## src/rtl/pc_sequencer_if.sv

```systemverilog
// Bus between the program-counter sequencer and its environment
// (instruction memory, datapath and ALU flags).
interface pc_sequencer_if;
  logic        start;
  logic        fetch_req;
  logic        fetch_ack;
  logic [5:0]  instr_opcode;
  logic [31:0] instr_target;
  logic        exec_done;
  logic        flag_we;
  logic        alu_zero;
  logic        alu_sign;
  logic        alu_carry;
  logic [31:0] pc;
  logic        taken;
  logic        halted;
  logic [15:0] taken_cnt;

  // Handshake: fetch_req stays high for the whole FETCH state; fetch_ack is
  // only honoured while fetch_req is high. exec_done is only honoured in EXEC.
  modport master (
    input  start, fetch_ack, instr_opcode, instr_target, exec_done,
    input  flag_we, alu_zero, alu_sign, alu_carry,
    output fetch_req, pc, taken, halted, taken_cnt
  );

  modport slave (
    output start, fetch_ack, instr_opcode, instr_target, exec_done,
    output flag_we, alu_zero, alu_sign, alu_carry,
    input  fetch_req, pc, taken, halted, taken_cnt
  );
endinterface

```

## src/rtl/pc_sequencer.sv

```systemverilog
// Fetch/decode/execute/update sequencer that owns the program counter,
// the ALU flag register and a saturating taken-branch counter.
module pc_sequencer (
  input  logic           clk,
  input  logic           rst,
  pc_sequencer_if.master bus
);

  typedef enum logic [2:0] {
    S_IDLE   = 3'd0,
    S_FETCH  = 3'd1,
    S_DECODE = 3'd2,
    S_EXEC   = 3'd3,
    S_UPDATE = 3'd4,
    S_HALT   = 3'd5
  } state_e;

  localparam logic [5:0] OP_HALT = 6'b111111;

  state_e      state_q, state_d;
  logic [31:0] pc_q, pc_d;
  logic [5:0]  op_r_q, op_r_d;
  logic [31:0] tgt_r_q, tgt_r_d;
  logic [2:0]  flags_q, flags_d;   // {fz, fs, fc}
  logic [15:0] taken_cnt_q, taken_cnt_d;
  logic        fetch_req_q, fetch_req_d;
  logic        taken_q, taken_d;
  logic        halted_q, halted_d;

  function automatic logic branch_take(input logic [5:0] op, input logic [2:0] f);
    logic fz, fs, fc;
    {fz, fs, fc} = f;
    case (op)
      6'b101011, 6'b101000, 6'b100000: branch_take = 1'b1;
      6'b110001: branch_take = fz;
      6'b110010: branch_take = ~fz;
      6'b110000: branch_take = fs;
      6'b101001: branch_take = fc;
      6'b101010: branch_take = ~fc;
      default:   branch_take = 1'b0;
    endcase
  endfunction

  always_comb begin
    state_d     = state_q;
    pc_d        = pc_q;
    op_r_d      = op_r_q;
    tgt_r_d     = tgt_r_q;
    flags_d     = flags_q;
    taken_cnt_d = taken_cnt_q;
    taken_d     = 1'b0;
    case (state_q)
      S_IDLE: if (bus.start) state_d = S_FETCH;
      S_FETCH: begin
        if (bus.fetch_ack) begin
          op_r_d  = bus.instr_opcode;
          tgt_r_d = bus.instr_target;
          state_d = S_DECODE;
        end
      end
      S_DECODE: state_d = (op_r_q == OP_HALT) ? S_HALT : S_EXEC;
      S_EXEC: begin
        if (bus.flag_we) flags_d = {bus.alu_zero, bus.alu_sign, bus.alu_carry};
        // Decide the branch here from flags_d so a same-cycle flag load is seen.
        if (bus.exec_done) begin
          state_d = S_UPDATE;
          taken_d = branch_take(op_r_q, flags_d);
        end
      end
      S_UPDATE: begin
        pc_d = taken_q ? tgt_r_q : pc_q + 32'd4;
        if (taken_q && taken_cnt_q != 16'hFFFF) taken_cnt_d = taken_cnt_q + 16'd1;
        state_d = S_FETCH;
      end
      S_HALT:  state_d = S_HALT;
      default: state_d = S_IDLE;
    endcase
    fetch_req_d = (state_d == S_FETCH);
    halted_d    = (state_d == S_HALT);
  end

  always_ff @(posedge clk) begin
    if (!rst) begin
      state_q     <= S_IDLE;
      pc_q        <= 32'd0;
      op_r_q      <= 6'd0;
      tgt_r_q     <= 32'd0;
      flags_q     <= 3'd0;
      taken_cnt_q <= 16'd0;
      fetch_req_q <= 1'b0;
      taken_q     <= 1'b0;
      halted_q    <= 1'b0;
    end else begin
      state_q     <= state_d;
      pc_q        <= pc_d;
      op_r_q      <= op_r_d;
      tgt_r_q     <= tgt_r_d;
      flags_q     <= flags_d;
      taken_cnt_q <= taken_cnt_d;
      fetch_req_q <= fetch_req_d;
      taken_q     <= taken_d;
      halted_q    <= halted_d;
    end
  end

  assign bus.fetch_req = fetch_req_q;
  assign bus.pc        = pc_q;
  assign bus.taken     = taken_q;
  assign bus.halted    = halted_q;
  assign bus.taken_cnt = taken_cnt_q;

endmodule

```

## src/flat_wrapper.sv

```systemverilog
// flat-port wrapper written by rule: the top's interface ports become plain ports
module pc_sequencer_flat 
  (clk, rst, bus_start, bus_fetch_ack, bus_instr_opcode, bus_instr_target, bus_exec_done, bus_flag_we, bus_alu_zero, bus_alu_sign, bus_alu_carry, bus_fetch_req, bus_pc, bus_taken, bus_halted, bus_taken_cnt);
  pc_sequencer_if bus_i ();
  input  logic clk;
  input  logic rst;
  input wire logic [$bits(bus_i.start)-1:0] bus_start;
  input wire logic [$bits(bus_i.fetch_ack)-1:0] bus_fetch_ack;
  input wire logic [$bits(bus_i.instr_opcode)-1:0] bus_instr_opcode;
  input wire logic [$bits(bus_i.instr_target)-1:0] bus_instr_target;
  input wire logic [$bits(bus_i.exec_done)-1:0] bus_exec_done;
  input wire logic [$bits(bus_i.flag_we)-1:0] bus_flag_we;
  input wire logic [$bits(bus_i.alu_zero)-1:0] bus_alu_zero;
  input wire logic [$bits(bus_i.alu_sign)-1:0] bus_alu_sign;
  input wire logic [$bits(bus_i.alu_carry)-1:0] bus_alu_carry;
  output wire logic [$bits(bus_i.fetch_req)-1:0] bus_fetch_req;
  output wire logic [$bits(bus_i.pc)-1:0] bus_pc;
  output wire logic [$bits(bus_i.taken)-1:0] bus_taken;
  output wire logic [$bits(bus_i.halted)-1:0] bus_halted;
  output wire logic [$bits(bus_i.taken_cnt)-1:0] bus_taken_cnt;
  assign bus_i.start = bus_start;
  assign bus_i.fetch_ack = bus_fetch_ack;
  assign bus_i.instr_opcode = bus_instr_opcode;
  assign bus_i.instr_target = bus_instr_target;
  assign bus_i.exec_done = bus_exec_done;
  assign bus_i.flag_we = bus_flag_we;
  assign bus_i.alu_zero = bus_alu_zero;
  assign bus_i.alu_sign = bus_alu_sign;
  assign bus_i.alu_carry = bus_alu_carry;
  assign bus_fetch_req = bus_i.fetch_req;
  assign bus_pc = bus_i.pc;
  assign bus_taken = bus_i.taken;
  assign bus_halted = bus_i.halted;
  assign bus_taken_cnt = bus_i.taken_cnt;
  pc_sequencer u_core (.clk(clk), .rst(rst), .bus(bus_i));
endmodule
```

## config.mk

```make
export PLATFORM = sky130hd
export DESIGN_NAME = pc_sequencer_flat
export DESIGN_NICKNAME = d
export VERILOG_FILES = /design/src/rtl/pc_sequencer_if.sv /design/src/rtl/pc_sequencer.sv /design/src/flat_wrapper.sv
export SDC_FILE = /design/constraint.sdc
export NUM_CORES = 1
export LEC_CHECK = 0
export ABC_AREA = 1
export ABC_CLOCK_PERIOD_IN_PS = 2200
export BUFFER_PORTS_ARGS = -buffer_cell sky130_fd_sc_hd__buf_4
export CORE_MARGIN = 3
export CORE_UTILIZATION = 35
export DETAILED_ROUTE_END_ITERATION = 12
export HOLD_SLACK_MARGIN = 0.06
export MAX_ROUTING_LAYER = met4
export PLACE_DENSITY = 0.54
export SLEW_MARGIN = 20
export SYNTH_ARGS = -nofsm -noshare
export SYNTH_HDL_FRONTEND = slang
export SYNTH_SLANG_ARGS = --single-unit
```

## constraint.sdc

```tcl
create_clock -name clk -period 2.2 [get_ports clk]
set_input_delay 0.22 -clock clk [delete_from_list [all_inputs] [get_ports clk]]
set_output_delay 0.22 -clock clk [all_outputs]
set_load 0.03 [all_outputs]
```

* Word-level counts from Yosys, hierarchy flattened
Index checks and enable logic that the tools add are counted.
** Storage, ports and cells
- Register bits :: 95
- Output and inout port bits :: 51
- Word-level logic and storage cells :: 45
- Input bits :: 47
** Cells by class
- Muxes and demuxes :: 9
- Bitwise logic cells :: 2
- Reductions and logical operators :: 6
- Add/sub/neg operators :: 2
- Equality and inequality tests :: 17
** Operator list (count)
- equality test 6 bit, second input constant :: 9
- adder 32 x 3 -> 32 bit, second input constant :: 1
- two-way mux 32 bit :: 1
- two-way mux 3 bit :: 6
- one-hot mux 3 bit (6 select lines) :: 1
- adder 16 x 1 -> 16 bit, second input constant :: 1
- inequality test 16 bit, second input constant :: 1
- equality test 3 bit, second input constant :: 3
- equality test 3 x 1 -> 1 bit, second input constant :: 2
- equality test 3 x 2 -> 1 bit, second input constant :: 2
- one-hot mux 1 bit (6 select lines) :: 1
- AND reduction 2 bit :: 2
- zero test 3 bit :: 1
- AND reduction 3 bit :: 1
- OR reduction 3 bit :: 1
- NOT 1 bit :: 2
- logical AND 1 bit :: 1

* Logic depth before layout (Yosys ltp)
Gate-level depths: netlist (run 1).
- Word-level depth :: 4
- Gate-level depth with buffers :: 12
- Mapped depth without buffers :: 12

* Least setup slack after synthesis (run 1)
Ideal clock, no wire load.
- Path type :: register to register
- Start :: register u_core.taken_cnt_q[1] (netlist: u_core.bus.taken_cnt[1])
- End :: register u_core.taken_cnt_q[1] (netlist: u_core.bus.taken_cnt[1])
- Required time :: 2084 ps
- Data arrival time :: 1610 ps
- Slack :: 474 ps
- Path buffers :: 1
- Library setup time :: 116 ps
- Stages on the path, launching flop included :: 12
- Period minus slack after synthesis :: 1726 ps
- Cells stage by stage :: dfxtp_1 -> ha_1 -> nand2_1 -> inv_1 -> nand2_2 -> nor2_4 -> nand3_2 -> nand2_4 -> inv_2 -> buf_6 -> nor2_1 -> nor2_1
** On the way
- Cells in the longest elaborated chain, start to end :: 3
- Elaborated cells between the ends (all ways) :: 4
- Classes of those cells :: add/sub (1); eq/ne (1); reduce/logical (2)
** Ends and longest elaborated chain
- start: declaration :: RTL line pc_sequencer.sv:25 : logic [15:0] taken_cnt_q, taken_cnt_d;
- start signal: assignment :: RTL line pc_sequencer.sv:99 : taken_cnt_q <= taken_cnt_d;
- parallel branches: the longest is 3 deep, another holds adder 16 x 1 -> 16 bit
Parallel ways; which one is timed is not known.
A chain may end at the register's enable or synchronous reset.

* Worst setup path after layout (run 1)
- Start :: register u_core.pc_q[3] (netlist: u_core.bus.pc[3])
- End :: register u_core.pc_q[16] (netlist: u_core.bus.pc[16])
** On the way
- Cells in the longest elaborated chain, start to end :: 2
** Ends and longest elaborated chain
- start: declaration :: RTL line pc_sequencer.sv:21 : logic [31:0] pc_q, pc_d;
- start signal: assignment :: RTL line pc_sequencer.sv:95 : pc_q <= pc_d;
- adder 32 x 3 -> 32 bit :: RTL line pc_sequencer.sv:71 : pc_d = taken_q ? tgt_r_q : pc_q + 32'd4;
- two-way mux 32 bit :: RTL line pc_sequencer.sv:71
Every way passes these cells.

==> metrics.md, run 1 <==
| Metric | Value |
|---|---|
| ANT nets after route | 0 |
| Synth area leader | dfxtp_1 |
| Reg2Reg Launch Point | u_core.bus.pc[3] |
| DRT Pass-1 Iters | 5 |
| Clock root cell | clkbuf_16 |
| Register area | 1900 µm² |
| Setup Fix Bufs, Post-CTS | 0 |
| Async SR Flop Fraction | 0 |
| Share of post-route cells with drive strength above 1 | 0.157 |
| Routability congestion estimate | 0.886 |
| Vias in the first global route | 4,998 |
| Post-CTS Hold Buffers | 0 |
| R2r setup slk | 380 ps |
| Share of the synthesized area in the top cell type | 0.386 |
| Commonest non-fill, non-tap cell in the layout | nor2_1 |
| Syn Area/Cell | 6.36 µm² |
| Hold/Removal Path Class | primary input to flip-flop |
| Worst reg2reg path depth | 10 |
| Crit path DAT | 2070 ps |
| Reg2reg end | u_core.bus.pc[16] |
| Die area | 15,600 µm² |
| CORE AREA | 13,500 µm² |
| Crit path kind | flip-flop to flip-flop |
| Number of cell rows | 42 |
| Max-cap violations | 0 |
| Port bufs | 97 |
| Status | completed |
| WL/cell | 14.0 µm |
| Synth Instances | 775 |
| Number of distinct library cells after synthesis | 37 |
| CP startpoint | u_core.bus.pc[3] |
| First-pass GRT wire length | 24,400 µm |
| Final core occ | 0.451 |
| Yosys reg bits | 95 |
| Clk sinks | 95 |
| Post-CTS Resized | 0 |
| DR iter-0 viols | 403 |
| Io pins | 98 |
| Pin count of the biggest net entering global routing | 43 |
| YS warnings | 0 |
| Worst EP required | 2450 ps |
| Starting Density | 0.365 |
| Setup violators final | 0 |
| Critical Path End | u_core.bus.pc[16] |
| Net Count, Synth | 824 |
| Worst-skew pair later-pin latency | 350 ps |
| Slew HR | 0.625 |
| Total chip power | 3670 µW |
| Fmax | 0.550 GHz |
| Worst Setup End Kind | flip-flop |
| DRC Markers | 0 |
| Initial antenna violation count | 0 |
| Clock tree from TritonCTS | done |
| Fin nets | 912 |
| LEAKAGE | 0.00248 µW |
| Seq/Total Area, Yosys | 0.386 |
| Vias per inst | 4.94 |
| Fin. Hold Viols | 0 |
| Slew Limit Fails | 0 |
| Cell area after synthesis | 4930 µm² |
| Tcrit/Tclk final | 0.827 |
| Synth-to-Final Area Change | 23.4% |
| VDD IR max | 0.327 mV |
| Clock transition at path regs | 60 ps |
| Die Wd | 125 µm |
| Worst setup SP type | flip-flop |
| Area contributors post-synth | dfxtp_1 39%, nor2_1 14%, nand2_1 14% |
| Fill cell count | 1,483 |
| Final WL | 14,600 µm |
| HPWL Detailed | 10,900 µm |
| Max FO, Critical Path | 5 |
| H-tree levels | 3 |
| Setup Skew | 4.88 ps |
| EDFF count, synth | 0 |
| TritonCTS buffer count | 9 |
| P per Cell Area | 603 nW/µm² |
| Synth Flop Type | dfxtp_1 |
| RSZ-0062 raised after global routing | no |
| Worst Max-Slew Pin Slew | 559 ps |
| Commonest cells after routing, fill and taps aside | 185 x nor2_1, 180 x nand2_1, 106 x buf_4 |
| Ant diodes | 0 |
| Multi-input gate area | 2650 µm² |
| Longest Clk Path Bufs | 2 |
| Tot GR Track Use | 0.196 |
| GRT overflow | 0 |
| Die Ht | 125 µm |
| Vias | 5,152 |
| Setup TNS | 0 ps |
| Clock period minus worst slack | 1820 ps |
-- sequential cells by signal, summed over array words and instances, names as in the netlist --
register,flops
u_core.bus.taken_cnt,16
u_core.bus.fetch_req,1
u_core.state_q,3
u_core.bus.taken,1
u_core.tgt_r_q,32
u_core.op_r_q,6
u_core.bus.halted,1
u_core.bus.pc,32
u_core.flags_q,3
-- critical path, stage by stage (launching register included) --
cell and delay [ps]:
dfxtp_1 430, ha_1 210, nand2_1 80, nor2_1 260, nand2_1 160, nor2_1 180
nand2_1 70, nand3_1 70, nand2_1 50, o21ai_0 160, inv_1 50
-- Yosys cell counts (all sizes together) (4+ instances only) --
cell,number
inv,63
a31oi,10
nand3,56
a21oi,42
nand2,184
buf,10
dfxtp,95
o21ai,58
clkbuf,19
o211ai,4
nor2,190
nor3,11
nand4,6
xor2,6
-- worst min-delay path by stage --
stage	from	cells past startpoint	endpoint	slack (ps)
after global placement	u_core.flags_q[2]	2	u_core.flags_q[2]	440
after detailed placement	u_core.flags_q[2]	2	u_core.flags_q[2]	440
after CTS	bus_instr_target[6]	3	u_core.tgt_r_q[6]	100
after global routing	bus_instr_target[26]	3	u_core.tgt_r_q[26]	120
final	bus_instr_target[25]	3	u_core.tgt_r_q[25]	120
after floorplan	bus_instr_opcode[0]	2	u_core.op_r_q[0]	390
-- cells by family after synthesis --
| kind of cell | synth area share |
|---|---|
| DFF | 0.386 |
| xor gates and xnor gates | 0.0160 |
| buffers and inverters | 0.0776 |
| and+or+nand+nor | 0.382 |
| adders and majority gates | 0.00507 |
| AOI/OAI and AO/OA | 0.133 |
-- layout make-up --
| type | count | share of cell area |
|---|---|---|
| timing repair buffer | 106 | 0.131 |
| multi-input combinational | 586 | 0.435 |
| clock buffer | 10 | 0.0376 |
| clock inverter | 4 | 0.00802 |
| tap | 176 | 0.0362 |
| sequential | 95 | 0.312 |
| inverter | 65 | 0.0401 |
-- metrics by stage --
step / setup slack (ps) / area, µm² / cells / hold WS (ps)
final: 381 / 6090 / 1042 / 117
after global routing: 199 / 6090 / 1042 / 124
after CTS: 392 / 6090 / 1042 / 105
after detailed placement: 414 / 5810 / 1028 / 442
after global placement: 399 / 5810 / 1028 / 437
after floorplan: 474 / 4930 / 775 / 387
-- power by group --
part	internal (µW)	total, µW	switching, µW
logic	130	296	166
registers	1790	1840	45.2
clock network	867	1540	671
-- metal layers --
metal,GRT usage,vias up,share of wire
met1,0.270,2321,0.48
met5,-,-,0
met4,0.0716,0,0.018
met2,0.286,140,0.44
met3,0.0360,21,0.063
li1,-,2670,-
No activity file was read; power rests on OpenSTA's default activity.
==> run 2: changes to the inputs <==
Settings changed: ABC_CLOCK_PERIOD_IN_PS 2200 to 1900.
Clock period 2.2 ns to 1.9 ns, I/O delays scaled along.
==> run 2 against run 1 <==
Net effect: final cell count is 0.38% higher; flip-flop and latch count is the same; register-to-register slack got worse by 180 ps; core utilization increased by 0.40 points; largest power group unchanged; fmax grew 7.1%; power rose by 17%; largest cell class unchanged; non-clock buffer count up 2.
==> metrics.md, run 2 (same netlist as run 1, synthesis figures left out) <==
| Metric | Value |
|---|---|
| Status | completed (unchanged) |
| Setup TNS | 0 ps (unchanged) |
| Initial antenna violation count | 0 (unchanged) |
| Commonest non-fill, non-tap cell in the layout | nor2_1 (unchanged) |
| Hold Crit Start | bus_instr_target[26] (was bus_instr_target[25]) |
| Clk sinks | 95 (unchanged) |
| Worst Max-Slew Pin Slew | 413 ps (was 559 ps) |
| Design area | 6140 µm² (was 6090 µm²) |
| Starting Density | 0.365 (unchanged) |
| ANT nets after route | 0 (unchanged) |
| P per Cell Area | 697 nW/µm² (was 603 nW/µm²) |
| Max FO, Critical Path | 17 (was 5) |
| GRT overflow | 0 (unchanged) |
| Tcrit/Tclk final | 0.894 (was 0.827) |
| Total chip power | 4280 µW (was 3670 µW) |
| Routability congestion estimate | 0.913 (was 0.886) |
| Tot GR Track Use | 0.196 (about the same) |
| First-pass GRT wire length | 24,500 µm (was 24,400 µm) |
| DR iter-0 viols | 327 (was 403) |
| Port bufs | 97 (unchanged) |
| Worst setup SP type | flip-flop (unchanged) |
| Clock period minus worst slack | 1700 ps (was 1820 ps) |
| Max-cap violations | 0 (unchanged) |
| CP startpoint | u_core.bus.taken_cnt[0] (was u_core.bus.pc[3]) |
| Vias | 5,238 (was 5,152) |
| CORE AREA | 13,500 µm² (unchanged) |
| Fin nets | 914 (was 912) |
| Final non-filler cell total | 1,046 (was 1,042) |
| Worst EP required | 2130 ps (was 2450 ps) |
| Dpl cells | 1,030 (was 1,028) |
| Clock tree from TritonCTS | done (unchanged) |
| Setup Skew | 8.81 ps (was 4.88 ps) |
| Synth-to-Final Area Change | 24.5% (was 23.4%) |
| Clock root cell | clkbuf_16 (unchanged) |
| Io pins | 98 (unchanged) |
| Dpl ws | 181 ps (was 414 ps) |
| Fmax | 0.589 GHz (was 0.550 GHz) |
| HPWL Detailed | 11,100 µm (was 10,900 µm) |
| Hold/Removal Path Class | primary input to flip-flop (unchanged) |
| Setup WS post-layout | 202 ps (was 381 ps) |
| Die Wd | 125 µm (unchanged) |
| Crit path DAT | 1920 ps (was 2070 ps) |
| Die Ht | 125 µm (unchanged) |
| Ant diodes | 0 (unchanged) |
| RSZ-0062 raised after global routing | no (unchanged) |
| Number of cell rows | 42 (unchanged) |
| H-tree levels | 3 (unchanged) |
| Clock transition at path regs | 70 ps (was 60 ps) |
| TritonCTS buffer count | 9 (unchanged) |
| Vias in the first global route | 5,009 (was 4,998) |
| Final WL | 14,700 µm (was 14,600 µm) |
| Setup violators final | 0 (unchanged) |
| Vias per inst | 5.01 (was 4.94) |
| DRC Markers | 0 (unchanged) |
| Reg2Reg Launch Point | u_core.bus.taken_cnt[0] (was u_core.bus.pc[3]) |
| DRT Pass-1 Iters | 5 (unchanged) |
| Dpl cell area | 5840 µm² (was 5810 µm²) |
| Commonest cells after routing, fill and taps aside | 183 x nor2_1, 180 x nand2_1, 107 x buf_4 (was 185 x nor2_1, 180 x nand2_1, 106 x buf_4) |
| Pin count of the biggest net entering global routing | 43 (unchanged) |
| Slew Limit Fails | 0 (unchanged) |
| WL/cell | 14.0 µm (about the same) |
| Worst-skew pair later-pin latency | 350 ps (about the same) |
| Crit path kind | flip-flop to flip-flop (unchanged) |
| VDD IR max | 0.389 mV (was 0.327 mV) |
| Fin. Hold Viols | 0 (unchanged) |
| Worst Setup End Kind | flip-flop (unchanged) |
| Share of post-route cells with drive strength above 1 | 0.162 (was 0.157) |
| Longest Clk Path Bufs | 2 (unchanged) |
| Post-CTS Hold Buffers | 0 (unchanged) |
| LEAKAGE | 0.00250 µW (was 0.00248 µW) |
| Slew HR | 0.723 (was 0.625) |
| Die area | 15,600 µm² (unchanged) |
run 2: report_power, final:
part           switching (µW)  total (µW)  internal (µW)  leakage, µW
clock                     786        1810           1020     0.000144
sequential               49.8        2120           2070     0.000770
combinational             192         346            154      0.00159
total                    1030        4280           3250      0.00250
run 2: final timing paths:
path	end	slack [ps]	cells past startpoint
worst max-delay path	u_core.bus.taken_cnt[11]	200	10
worst min-delay path	u_core.tgt_r_q[26]	90	3
worst max register to register	u_core.bus.taken_cnt[11]	200	10
worst min register to register	u_core.flags_q[2]	450	2
run 2: stage by stage:
step / util / hold slack, ps
after floorplan: - / 357
after global placement: 0.432 / 438
after detailed placement: 0.432 / 440
after CTS: 0.454 / 82.8
after global routing: 0.455 / 92.4
final: 0.455 / 90.5
run 2: what timing repair did:
item | CTS | global route
setup buffers | 0 | 0
setup endpoints to repair | 0 | 3
gates resized for setup | 0 | 3
hold endpoints to repair | 0 | 0
run 2: layout make-up:
class,instances,area [µm²]
Clock buffer,11,233
Clock inverter,5,57.6
Fill cell,1426,7360
Inverter,65,244
Multi-Input combinational cell,586,2660
Sequential cell,95,1900
Tap cell,176,220
Timing Repair Buffer,108,823
run 2: metal layers:
layer / global-route usage / up-vias / routed length, µm
li1: - / 2674 / -
met1: 0.262 / 2376 / 7010
met2: 0.297 / 167 / 6500
met3: 0.0382 / 21 / 943
met4: 0.0645 / 0 / 239
met5: - / - / 0
run 2: worst max-delay path, stage by stage (launching register included):
cell,delay [ps]
dfxtp_1,380
ha_1,200
nand2_1,70
inv_1,70
nand2_2,80
nor2_4,140
nand3_2,130
nand2_8,150
inv_2,140
o21ai_0,110
a21oi_1,80
